--- config.mk ---
export PLATFORM = sky130hd
export DESIGN_NAME = warp_issue_scheduler_flat
export DESIGN_NICKNAME = d
export VERILOG_FILES = /design/src/rtl/warp_issue_scheduler_pkg.sv /design/src/rtl/warp_issue_scheduler_if.sv /design/src/rtl/warp_issue_scheduler_picker.sv /design/src/rtl/warp_issue_scheduler.sv /design/src/flat_wrapper.sv
export SDC_FILE = /design/constraint.sdc
export NUM_CORES = 1
export LEC_CHECK = 0
export BUFFER_PORTS_ARGS = -buffer_cell sky130_fd_sc_hd__buf_4
export CAP_MARGIN = 20
export CORE_MARGIN = 2
export CORE_UTILIZATION = 58
export DETAILED_ROUTE_END_ITERATION = 6
export GPL_ROUTABILITY_DRIVEN = 1
export PLACE_DENSITY = 0.77
export SYNTH_ARGS = -nofsm -noshare
export SYNTH_HDL_FRONTEND = slang
export SYNTH_SLANG_ARGS = --single-unit
--- constraint.sdc ---
create_clock -name clk -period 14.46 [get_ports clk]
set_input_delay 0.723 -clock clk [delete_from_list [all_inputs] [get_ports clk]]
set_output_delay 0.723 -clock clk [all_outputs]
set_load 0.02 [all_outputs]
--- src/rtl/warp_issue_scheduler_pkg.sv ---
// Shared types and default sizing for the warp issue scheduler.
// Record field widths cover the full legal parameter range of the scheduler.
package gpu_sched_pkg;

  localparam int unsigned DEF_NUM_WARPS       = 8;
  localparam int unsigned DEF_PRIO_W          = 4;
  localparam int unsigned DEF_MAX_OUTSTANDING = 4;
  localparam int unsigned DEF_AGE_MAX         = 15;

  localparam int unsigned REC_CNT_W  = 5;
  localparam int unsigned REC_PRIO_W = 8;
  localparam int unsigned REC_AGE_W  = 8;

  typedef enum logic [1:0] {
    FREE     = 2'd0,
    ACTIVE   = 2'd1,
    WAIT_MEM = 2'd2
  } warp_state_e;

  typedef struct packed {
    warp_state_e           state;
    logic [REC_CNT_W-1:0]  count;
    logic [REC_PRIO_W-1:0] prio;
    logic [REC_AGE_W-1:0]  age;
  } warp_rec_t;

  localparam warp_rec_t REC_RESET = '{state: FREE, count: '0, prio: '0, age: '0};

endpackage

--- src/rtl/warp_issue_scheduler_if.sv ---
// Issue-slot handshake between the warp scheduler (master) and the execution engine (slave).
interface warp_issue_scheduler_if
  import gpu_sched_pkg::*;
#(
  parameter int unsigned WARP_ID_W = $clog2(DEF_NUM_WARPS)
);
  logic                 issue_valid;
  logic [WARP_ID_W-1:0] issue_warp;
  logic                 issue_ready;

  modport master (output issue_valid, output issue_warp, input issue_ready);
  modport slave  (input issue_valid, input issue_warp, output issue_ready);
endinterface

--- src/rtl/warp_issue_scheduler_picker.sv ---
// Combinational arbiter: highest effective priority wins, ties resolved in
// round-robin order starting at rr_ptr+1.
module rr_priority_picker #(
  parameter int unsigned NUM_WARPS = 8,
  parameter int unsigned WARP_ID_W = 3,
  parameter int unsigned EP_W      = 9
) (
  input  logic [NUM_WARPS-1:0]           eligible,
  input  logic [NUM_WARPS-1:0][EP_W-1:0] eff_prio,
  input  logic [WARP_ID_W-1:0]           rr_ptr,
  output logic                           grant_valid,
  output logic [WARP_ID_W-1:0]           grant_id
);
  logic [WARP_ID_W-1:0] idx;
  logic [EP_W-1:0]      best;

  // Scanning in rr order and replacing only on strictly greater keeps the first tie.
  always_comb begin
    grant_valid = 1'b0;
    grant_id    = '0;
    best        = '0;
    idx         = '0;
    for (int unsigned k = 1; k <= NUM_WARPS; k++) begin
      idx = rr_ptr + WARP_ID_W'(k);
      if (eligible[idx] && (!grant_valid || eff_prio[idx] > best)) begin
        grant_valid = 1'b1;
        grant_id    = idx;
        best        = eff_prio[idx];
      end
    end
  end
endmodule

--- src/rtl/warp_issue_scheduler.sv ---
// Per-engine warp scheduler: residency, outstanding long-latency tracking and a registered issue slot.
// Optional build macro WARP_SCHED_AGING_EN adds starvation aging to the priority.
module warp_issue_scheduler
  import gpu_sched_pkg::*;
#(
  parameter int unsigned NUM_WARPS       = DEF_NUM_WARPS,
  parameter int unsigned WARP_ID_W       = $clog2(NUM_WARPS),
  parameter int unsigned PRIO_W          = DEF_PRIO_W,
  parameter int unsigned MAX_OUTSTANDING = DEF_MAX_OUTSTANDING,
  parameter int unsigned AGE_MAX         = DEF_AGE_MAX
) (
  input  logic                  clk,
  input  logic                  rst_n,
  input  logic                  launch_valid,
  input  logic [WARP_ID_W-1:0]  launch_warp,
  input  logic [PRIO_W-1:0]     launch_prio,
  input  logic                  retire_valid,
  input  logic [WARP_ID_W-1:0]  retire_warp,
  input  logic [NUM_WARPS-1:0]  fetch_rdy,
  input  logic                  lat_req_valid,
  input  logic [WARP_ID_W-1:0]  lat_req_warp,
  input  logic                  lat_done_valid,
  input  logic [WARP_ID_W-1:0]  lat_done_warp,
  warp_issue_scheduler_if.master issue,
  output logic [7:0]            active_warps,
  output logic                  busy,
  output logic                  err_overflow,
  output logic                  err_underflow,
  output logic [31:0]           idle_cycles
);
  localparam int unsigned EP_W = REC_PRIO_W + 1;

  warp_rec_t rec_q [NUM_WARPS];
  warp_rec_t rec_d [NUM_WARPS];

  logic [NUM_WARPS-1:0]           launch_hit, retire_hit, req_hit, done_hit;
  logic [NUM_WARPS-1:0]           eligible, granted;
  logic [NUM_WARPS-1:0][EP_W-1:0] eff_prio;
  logic                           grant_valid, load_en, any_active, ovf_hit, unf_hit;
  logic [WARP_ID_W-1:0]           grant_id, rr_ptr;
  logic [7:0]                     active_d;

  always_comb begin
    launch_hit = '0;
    retire_hit = '0;
    req_hit    = '0;
    done_hit   = '0;
    eligible   = '0;
    eff_prio   = '0;
    any_active = 1'b0;
    for (int unsigned w = 0; w < NUM_WARPS; w++) begin
      launch_hit[w] = launch_valid   && (launch_warp   == WARP_ID_W'(w));
      retire_hit[w] = retire_valid   && (retire_warp   == WARP_ID_W'(w));
      req_hit[w]    = lat_req_valid  && (lat_req_warp  == WARP_ID_W'(w));
      done_hit[w]   = lat_done_valid && (lat_done_warp == WARP_ID_W'(w));
      eligible[w]   = (rec_q[w].state == ACTIVE) && fetch_rdy[w] && !req_hit[w];
      any_active    = any_active || (rec_q[w].state == ACTIVE);
`ifdef WARP_SCHED_AGING_EN
      // Aged warps share one top level so round-robin alone orders them.
      eff_prio[w] = (rec_q[w].age == REC_AGE_W'(AGE_MAX)) ? {1'b1, {REC_PRIO_W{1'b0}}}
                                                          : {1'b0, rec_q[w].prio};
`else
      eff_prio[w] = {1'b0, rec_q[w].prio};
`endif
    end
  end

  rr_priority_picker #(
    .NUM_WARPS (NUM_WARPS),
    .WARP_ID_W (WARP_ID_W),
    .EP_W      (EP_W)
  ) u_picker (
    .eligible    (eligible),
    .eff_prio    (eff_prio),
    .rr_ptr      (rr_ptr),
    .grant_valid (grant_valid),
    .grant_id    (grant_id)
  );

  assign load_en = !issue.issue_valid || issue.issue_ready;

  always_comb begin
    granted = '0;
    for (int unsigned w = 0; w < NUM_WARPS; w++)
      granted[w] = load_en && grant_valid && (grant_id == WARP_ID_W'(w));
  end

  always_comb begin
    ovf_hit  = 1'b0;
    unf_hit  = 1'b0;
    active_d = '0;
    for (int unsigned w = 0; w < NUM_WARPS; w++) begin
      rec_d[w] = rec_q[w];
      if (retire_hit[w]) begin
        rec_d[w].state = FREE;
        rec_d[w].count = '0;
        rec_d[w].age   = '0;
      end else if (rec_q[w].state == FREE) begin
        if (launch_hit[w]) begin
          rec_d[w].state = ACTIVE;
          rec_d[w].count = '0;
          rec_d[w].age   = '0;
          rec_d[w].prio  = REC_PRIO_W'(launch_prio);
        end
      end else begin
`ifdef WARP_SCHED_AGING_EN
        if (granted[w])
          rec_d[w].age = '0;
        else if (eligible[w] && rec_q[w].age != REC_AGE_W'(AGE_MAX))
          rec_d[w].age = rec_q[w].age + 1'b1;
`endif
        if (req_hit[w] && !done_hit[w]) begin
          if (rec_q[w].count == REC_CNT_W'(MAX_OUTSTANDING))
            ovf_hit = 1'b1;
          else
            rec_d[w].count = rec_q[w].count + 1'b1;
          rec_d[w].state = WAIT_MEM;
        end else if (done_hit[w] && !req_hit[w]) begin
          if (rec_q[w].count == '0) begin
            unf_hit = 1'b1;
          end else begin
            rec_d[w].count = rec_q[w].count - 1'b1;
            if (rec_q[w].count == REC_CNT_W'(1))
              rec_d[w].state = ACTIVE;
          end
        end else if (req_hit[w] && done_hit[w]) begin
          rec_d[w].state = (rec_q[w].count != '0) ? WAIT_MEM : ACTIVE;
        end
      end
      if (rec_d[w].state != FREE)
        active_d = active_d + 8'd1;
    end
  end

  always_ff @(posedge clk or negedge rst_n) begin
    if (!rst_n) begin
      for (int unsigned w = 0; w < NUM_WARPS; w++)
        rec_q[w] <= REC_RESET;
      rr_ptr            <= '1;
      issue.issue_valid <= 1'b0;
      issue.issue_warp  <= '0;
      active_warps      <= '0;
      busy              <= 1'b0;
      err_overflow      <= 1'b0;
      err_underflow     <= 1'b0;
      idle_cycles       <= '0;
    end else begin
      for (int unsigned w = 0; w < NUM_WARPS; w++)
        rec_q[w] <= rec_d[w];
      // A held slot (valid && !ready) survives even if its warp retires.
      if (load_en) begin
        issue.issue_valid <= grant_valid;
        if (grant_valid) begin
          issue.issue_warp <= grant_id;
          rr_ptr           <= grant_id;
        end
      end
      active_warps <= active_d;
      busy         <= (active_d != '0);
      if (ovf_hit) err_overflow  <= 1'b1;
      if (unf_hit) err_underflow <= 1'b1;
      if (any_active && (eligible == '0))
        idle_cycles <= idle_cycles + 32'd1;
    end
  end
endmodule

--- src/flat_wrapper.sv ---
// flat-port wrapper written by rule: the top's interface ports become plain ports
module warp_issue_scheduler_flat import gpu_sched_pkg::*;
#(
  parameter int unsigned NUM_WARPS       = DEF_NUM_WARPS,
  parameter int unsigned WARP_ID_W       = $clog2(NUM_WARPS),
  parameter int unsigned PRIO_W          = DEF_PRIO_W,
  parameter int unsigned MAX_OUTSTANDING = DEF_MAX_OUTSTANDING,
  parameter int unsigned AGE_MAX         = DEF_AGE_MAX
)
  (clk, rst_n, launch_valid, launch_warp, launch_prio, retire_valid, retire_warp, fetch_rdy, lat_req_valid, lat_req_warp, lat_done_valid, lat_done_warp, active_warps, busy, err_overflow, err_underflow, idle_cycles, issue_issue_valid, issue_issue_warp, issue_issue_ready);
  warp_issue_scheduler_if #(.WARP_ID_W(WARP_ID_W)) issue_i ();
  input  logic clk;
  input  logic rst_n;
  input  logic launch_valid;
  input  logic [WARP_ID_W-1:0] launch_warp;
  input  logic [PRIO_W-1:0] launch_prio;
  input  logic retire_valid;
  input  logic [WARP_ID_W-1:0] retire_warp;
  input  logic [NUM_WARPS-1:0] fetch_rdy;
  input  logic lat_req_valid;
  input  logic [WARP_ID_W-1:0] lat_req_warp;
  input  logic lat_done_valid;
  input  logic [WARP_ID_W-1:0] lat_done_warp;
  output logic [7:0] active_warps;
  output logic busy;
  output logic err_overflow;
  output logic err_underflow;
  output logic [31:0] idle_cycles;
  output wire logic [$bits(issue_i.issue_valid)-1:0] issue_issue_valid;
  output wire logic [$bits(issue_i.issue_warp)-1:0] issue_issue_warp;
  input wire logic [$bits(issue_i.issue_ready)-1:0] issue_issue_ready;
  assign issue_issue_valid = issue_i.issue_valid;
  assign issue_issue_warp = issue_i.issue_warp;
  assign issue_i.issue_ready = issue_issue_ready;
  warp_issue_scheduler #(.NUM_WARPS(NUM_WARPS), .WARP_ID_W(WARP_ID_W), .PRIO_W(PRIO_W), .MAX_OUTSTANDING(MAX_OUTSTANDING), .AGE_MAX(AGE_MAX)) u_core (.clk(clk), .rst_n(rst_n), .launch_valid(launch_valid), .launch_warp(launch_warp), .launch_prio(launch_prio), .retire_valid(retire_valid), .retire_warp(retire_warp), .fetch_rdy(fetch_rdy), .lat_req_valid(lat_req_valid), .lat_req_warp(lat_req_warp), .lat_done_valid(lat_done_valid), .lat_done_warp(lat_done_warp), .issue(issue_i), .active_warps(active_warps), .busy(busy), .err_overflow(err_overflow), .err_underflow(err_underflow), .idle_cycles(idle_cycles));
endmodule
# ---- After elaboration in Yosys (flattened, before gate mapping)
# Cells that the tools add are included.
dict set report classes {
  addsub 31
  order_cmp 15
  n_eq_ne 76
  mux 223
  bitwise 8
  reduce_logical 182
}
# operator n
set op_table {}
lappend op_table {{7-bit 2-to-1 mux} 32}
lappend op_table {{9-bit binary-select mux with 3-bit select} 8}
lappend op_table {{23-bit 2-to-1 mux} 8}
lappend op_table {{9-bit 2-to-1 mux} 15}
lappend op_table {{1-bit 2-to-1 mux} 89}
lappend op_table {{1-bit logical AND} 80}
lappend op_table {{5-bit 2-to-1 mux} 16}
lappend op_table {{2-bit 2-to-1 mux} 32}
lappend op_table {{9-bit greater-than comparator} 7}
lappend op_table {{8-bit 2-to-1 mux} 7}
lappend op_table {{8-bit by 1-bit adder with 8-bit output, second input constant} 6}
lappend op_table {{3-bit == test, second input constant} 16}
lappend op_table {{5-bit by 1-bit adder with 5-bit output, second input constant} 8}
lappend op_table {{5-bit by 1-bit == test with 1-bit output, second input constant} 8}
lappend op_table {{5-bit by 3-bit == test with 1-bit output, second input constant} 8}
lappend op_table {{5-bit zero test} 8}
lappend op_table {{5-bit nonzero test} 8}
lappend op_table {{5-bit by 1-bit subtractor with 5-bit output, second input constant} 8}
lappend op_table {{32-bit by 1-bit adder with 32-bit output, second input constant} 1}
lappend op_table {{3-bit by 4-bit less-than comparator with 1-bit output, second input constant} 8}
lappend op_table {{4-bit by 1-bit inequality test with 1-bit output, second input constant} 8}
lappend op_table {{4-bit by 2-bit inequality test with 1-bit output, second input constant} 8}
lappend op_table {{4-bit AND reduction} 8}
lappend op_table {{4-bit nonzero test} 8}
lappend op_table {{20 further kinds} 130}
dict set report word_totals {
  reg_bits 138
  out_inout_bits 47
}

# ---- Depth between registers and ports, before layout
dict set report depth {
  word_depth 43
  ltp_mapped 79
  depth_no_buf 72
}

# ---- Cells and area by module
# From an unflattened synthesis, not the netlist that was laid out.
dict set report unflattened {
  hier_cells 1626
  hier_area_um2 14592.7
}
# mod n_inst cells_per_inst area_per_inst_um2 seq_area_each_um2
set modules_own_cells {}
lappend modules_own_cells {warp_issue_scheduler 1 938 8826.0 3457.1}
lappend modules_own_cells {rr_priority_picker 1 688 5766.8 0.0}

# ---- Worst setup path before layout
# No wires, ideal clock.
dict set report synth_timing {
  path_kind {register to register}
  startpoint {register u_core.rr_ptr[1]}
  endpoint {register u_core.issue.issue_warp[2]}
  setup_time_ns 0.065
  arrival_time_ns 12.604
  setup_slack_ns 1.791
  stages_incl_launch_ff 76
  path_buffers 6
  synth_period_minus_slack_ns 12.669
  path_cell_list {dfstp_2 clkinv_1 clkbuf_1 ha_1 clkbuf_1 clkbuf_1 mux4_2 a21boi_0 o22a_1 inv_1 ha_1 nor2b_1 o21a_1 o21a_1 o21ai_0 a21boi_0 buf_2 mux2i_1 (+40 left out) o21a_1 nand2_1 o21ai_0 clkbuf_1 nor3_1 o21bai_1 o21bai_1 ha_1 nor2b_1 o21ai_0 nand2b_1 a21oi_1 a41o_1 o22ai_1 a221oi_1 o211ai_1 nand3_1 o21a_1}
}
dict set report synth_via {
  elab_chain_cells 33
  word_cells_on_any_way 91
  cone_classes {7 x add/sub; 7 x order compare; 55 x mux; 22 x reduce/logical}
}
# element line_no
set synth_rtl {}
lappend synth_rtl {{start: declaration} warp_issue_scheduler.sv:40} ;# logic [WARP_ID_W-1:0] grant_id, rr_ptr;
lappend synth_rtl {{start signal: assignment} warp_issue_scheduler.sv:155} ;# rr_ptr <= grant_id;
lappend synth_rtl {{3-bit by 1-bit adder with 3-bit output} warp_issue_scheduler_picker.sv:24} ;# idx = rr_ptr + WARP_ID_W'(k);
lappend synth_rtl {{9-bit binary-select mux with 3-bit select or 1-bit binary-select mux with 3-bit select (tied branches)} {warp_issue_scheduler_picker.sv:28, warp_issue_scheduler_picker.sv:25}}
lappend synth_rtl {{9-bit 2-to-1 mux (implied by the code) or 1-bit 2-to-1 mux (tied branches)} {warp_issue_scheduler_picker.sv:28, warp_issue_scheduler_picker.sv:25}}
lappend synth_rtl {{9-bit 2-to-1 mux or 1-bit 2-to-1 mux (tied branches)} warp_issue_scheduler_picker.sv:25} ;# if (eligible[idx] && (!grant_valid || eff_prio[idx] > best)) begin
lappend synth_rtl {{9-bit greater-than comparator or 1-bit zero test (tied branches)} warp_issue_scheduler_picker.sv:25}
lappend synth_rtl {{1-bit logical OR} warp_issue_scheduler_picker.sv:25}
lappend synth_rtl {{1-bit logical AND} warp_issue_scheduler_picker.sv:25}
lappend synth_rtl {{9-bit 2-to-1 mux or 1-bit 2-to-1 mux (tied branches)} warp_issue_scheduler_picker.sv:25}
lappend synth_rtl {{(+17 left out)} n/a}
lappend synth_rtl {{1-bit logical OR} warp_issue_scheduler_picker.sv:25}
lappend synth_rtl {{1-bit logical AND} warp_issue_scheduler_picker.sv:25}
lappend synth_rtl {{9-bit 2-to-1 mux or 1-bit 2-to-1 mux (tied branches)} warp_issue_scheduler_picker.sv:25}
lappend synth_rtl {{9-bit greater-than comparator or 1-bit zero test (tied branches)} warp_issue_scheduler_picker.sv:25}
lappend synth_rtl {{1-bit logical OR} warp_issue_scheduler_picker.sv:25}
lappend synth_rtl {{1-bit logical AND} warp_issue_scheduler_picker.sv:25}
lappend synth_rtl {{1-bit 2-to-1 mux} warp_issue_scheduler_picker.sv:25}
lappend synth_rtl {{2-bit AND reduction (no line)} n/a}
lappend synth_rtl {{end signal: assignment} warp_issue_scheduler.sv:154} ;# issue.issue_warp <= grant_id;
lappend synth_rtl {{end: declaration} warp_issue_scheduler_if.sv:11} ;# modport master (output issue_valid, output issue_warp, input issue_ready);
# Parallel ways exist; a longest one is shown, timed or not. The select of a mux whose other input is x is not followed.
# A chain may end at the register's enable or synchronous reset.

# ---- Final worst setup path
# Ends and elaborated chain as after synthesis.

==> summary.md <==
| Metric | Value |
|---|---|
| Area leader, netlist | dfrtp_1 |
| Period utilization | 91.6% |
| Drt first pass iters | 6 |
| DR DRC count | 0 |
| Worst-margin pin slew | 0.837 ns |
| Number of diodes | 0 |
| # nets final | 1517 |
| Initial antenna violation count | 0 |
| Die area | 0.0210 mm2 |
| Placed cells | about 1600 |
| Overall Global Routing Usage | 29.1% |
| Clock Pin Slew Worst Setup and Hold Paths | around 0.07 ns |
| Commonest non-fill, non-tap cell in the layout | nand2_1 |
| GR peak layer | met2 |
| Critical Path End Type | flop |
| CP max FO | 19 |
| Hold Slack | 0.322 ns |
| Worst-skew pair later-pin latency | 0.43 ns |
| Vias post-DR | 10400 |
| H-tree depth | 4 |
| Yosys cell types | 78 |
| Reg area | 0.00346 mm2 |
| Worst EP arrival | between 10 and 15 ns |
| DRT antenna net count | 0 |
| Worst min-delay path class | input pin to async pin |
| Routed WL | approximately 30000 um |
| Leak Pwr | 0.00593 uW |
| Cell Area, Synth | around 0.012 mm2 |
| Worst setup SP type | flop |
| Finished Layout Cells | approximately 1700 |
| Fin. Hold Viols | 0 |
| Grt total ovfl | 0 |
| Max-Cap Viols | 0 |
| Die width | 145 um |
| Share of post-route cells with drive strength above 1 | 15.9% |
| Top post-synthesis cells by area | dfrtp_1 29%, ha_1 10%, mux2_2 5.4% |
| Die Ht | 145 um |
| Final setup violation count | 0 |
| Initial DRC Count | 779 |
| Initial Utilization | 59.2% |
| Syn_area_per_cell | 8.68 um2 |
| Share of the yosys chip area belonging to registers | 30.0% |
| Met3 global-route usage | under 10% |
| Global placement routability congestion | ~1.0 |
| CP required | 14.82 ns |
| Vias in the first global route | approximately 10000 |
| Most frequent cells in the layout | 138 x nand2_1, 135 x dfrtp_1, 116 x nor2_1, 92 x ha_1, 90 x o21ai_0 |
| Setup TNS | 0 ns |
| Synth top area share | 29.3% |
| Clk Tree Root Cell | clkbuf_16 |
| Ys flop type | dfrtp_1 |
| IO Pins | 78 |
| Pins over their slew limit | 0 |
| FP Rows | 51 |
| Largest net degree at the start of global routing | 76 |
| Synthesis Warnings | 0 |
| CP Class | flop to flop |
| Post-synth EDFFs | 0 |
| Post_cts resized | 0 |
| FMAX | 75.5 MHz |
| Status | finished, final reports clean |
| GR Layer Usage met2 | 49.6% |
| Met1 Usage GRT | about 38% |
| TritonCTS Buffers | 17 |
| RSZ-0062 raised after global routing | false |
| Area of the multi-input gates | 0.00766 mm2 |
| WL/cell | 18.0 um |
| DP HPWL | 23200 um |
| Clock sinks | 138 |
| CORE AREA | roughly 0.02 mm2 |
| Bufs on Longest Clock Path | 2 |
| Postcts setup bufs | 0 |
| Slowest cell delay on critical path | around 0.57 ns |
| Worst-case vdd ir drop | 0.103 mV |
| First-pass GRT wire length | a little over 50000 um |
| PortBufs | 77 |
| Period minus WS final | 13.25 ns |
| Post-route clock skew | 0.00776 ns |
| # fillers | 1579 |
| Seq cells post-synth | 138 |
| PwrDens | ~170 mW/mm2 |
| Synth-to-layout area growth | 13.3% |
| Gate Count Post-Synth | 1327 |
| R2R cell count | 72 |
| Drt via density | 6.20 |
| CTS Hold Buffers Added | 0 |
| CTS tree | done |
| Slew headroom | 43.8% |
| Slowest CP cell | o22ai_1 |
| Async S/R FF share, synth | 100% |
[cell type report]
cell class / instances / share of cell area [%]
Timing Repair Buffer: 89 / 5.25
Inverter: 75 / 2.17
Tap cell: 265 / 2.54
Multi-Input combinational cell: 1071 / 58.7
Sequential cell: 138 / 26.5
Clock inverter: 15 / 1.54
Clock buffer: 17 / 3.26
[flip-flops by register name, summed over array words and instances, names as in the netlist]
| register | cells |
|---|---|
| u_core.eff_prio | 32 |
| u_core.rr_ptr | 3 |
| u_core.active_warps | 8 |
| u_core.err_overflow | 1 |
| u_core.rec_q | 56 |
| u_core.idle_cycles | 32 |
| u_core.busy | 1 |
| u_core.err_underflow | 1 |
| u_core.issue.issue_valid | 1 |
| u_core.issue.issue_warp | 3 |
[routing by layer]
layer,routed length (um),vias to the layer above,part of all wire (%)
met5,0,-,0
met4,849,0,2.8
met3,1720,67,5.7
met2,14600,392,48
met1,13000,4931,43
li1,-,4962,-
[logic make-up (layout without fill, tap and decap cells)]
logic type      after synthesis  after routing  share of synthesized area (%)
xor+xnor                     56             56                           4.50
compound gates              282            282                           15.9
fa+ha+maj                    94             94                           10.2
other cells                   1              3                         0.0326
flops                       138            138                           30.0
mux                         109            109                           11.7
simple gates                527            527                           23.6
buf+inv                     120            196                           4.01
[final timing paths]
kind / startpoint / endpoint / slack, ns
setup / recovery: u_core.rr_ptr[1] / u_core.issue.issue_warp[2] / 1.21
hold reg to reg: u_core.idle_cycles[12] / u_core.idle_cycles[12] / 0.49
min in group clk: u_core.idle_cycles[12] / u_core.idle_cycles[12] / 0.49
setup reg to reg: u_core.rr_ptr[1] / u_core.issue.issue_warp[2] / 1.21
max in group asynchronous: rst_n / u_core.eff_prio[55] / 12.84
hold / removal: rst_n / u_core.rec_q[109] / 0.32
[Yosys cell counts, drive strengths merged (5+ instances only)]
library cell,number
o21a,10
mux2,55
a21boi,5
o32ai,8
ha,94
o31a,5
o21ai,93
or4,5
nand3b,9
o21bai,7
nor3,40
nand3,40
buf,10
nor3b,7
and3,11
nand2,140
clkbuf,35
or2,11
mux4,15
nor2,116
nor4,12
mux2i,39
nand4b,11
nand2b,36
inv,72
dfrtp,135
nand4,21
o22ai,13
o211ai,7
a211oi,6
xnor2,36
a221oi,6
and4,5
nor2b,24
a21oi,49
xor2,18
or3,6
and2,9
o31ai,28
[worst max-delay path, delay by kind of cell (launching register included)]
family                   cells  cell delay, ns
AND/OR/NAND/NOR             18            2.03
AO/OA/AOI/OAI               35            6.27
buffers and inverters        7            1.03
adder cells (fa/ha/maj)      8            2.19
flip-flops                   1            0.53
multiplexers                 4            1.17
[power by group]
group | leakage [uW] | internal (uW) | switching [uW] | total [uW]
logic | 0.00382 | 566 | 727 | 1290
clock network | 0.000305 | 279 | 191 | 470
registers | 0.00180 | 437 | 57.6 | 494
[per-stage QoR]
step	utilization (%)	cell area (um2)	setup WS, ns	total power [uW]
after global routing	67.0	13000	0.0195	2430
after CTS	66.7	13000	0.591	2220
after global placement	63.4	12300	1.11	1710
final	67.0	13000	1.21	2260
after detailed placement	63.4	12300	0.630	1740
after floorplan	-	11500	1.79	1420
(Power assumes the default switching activity.)
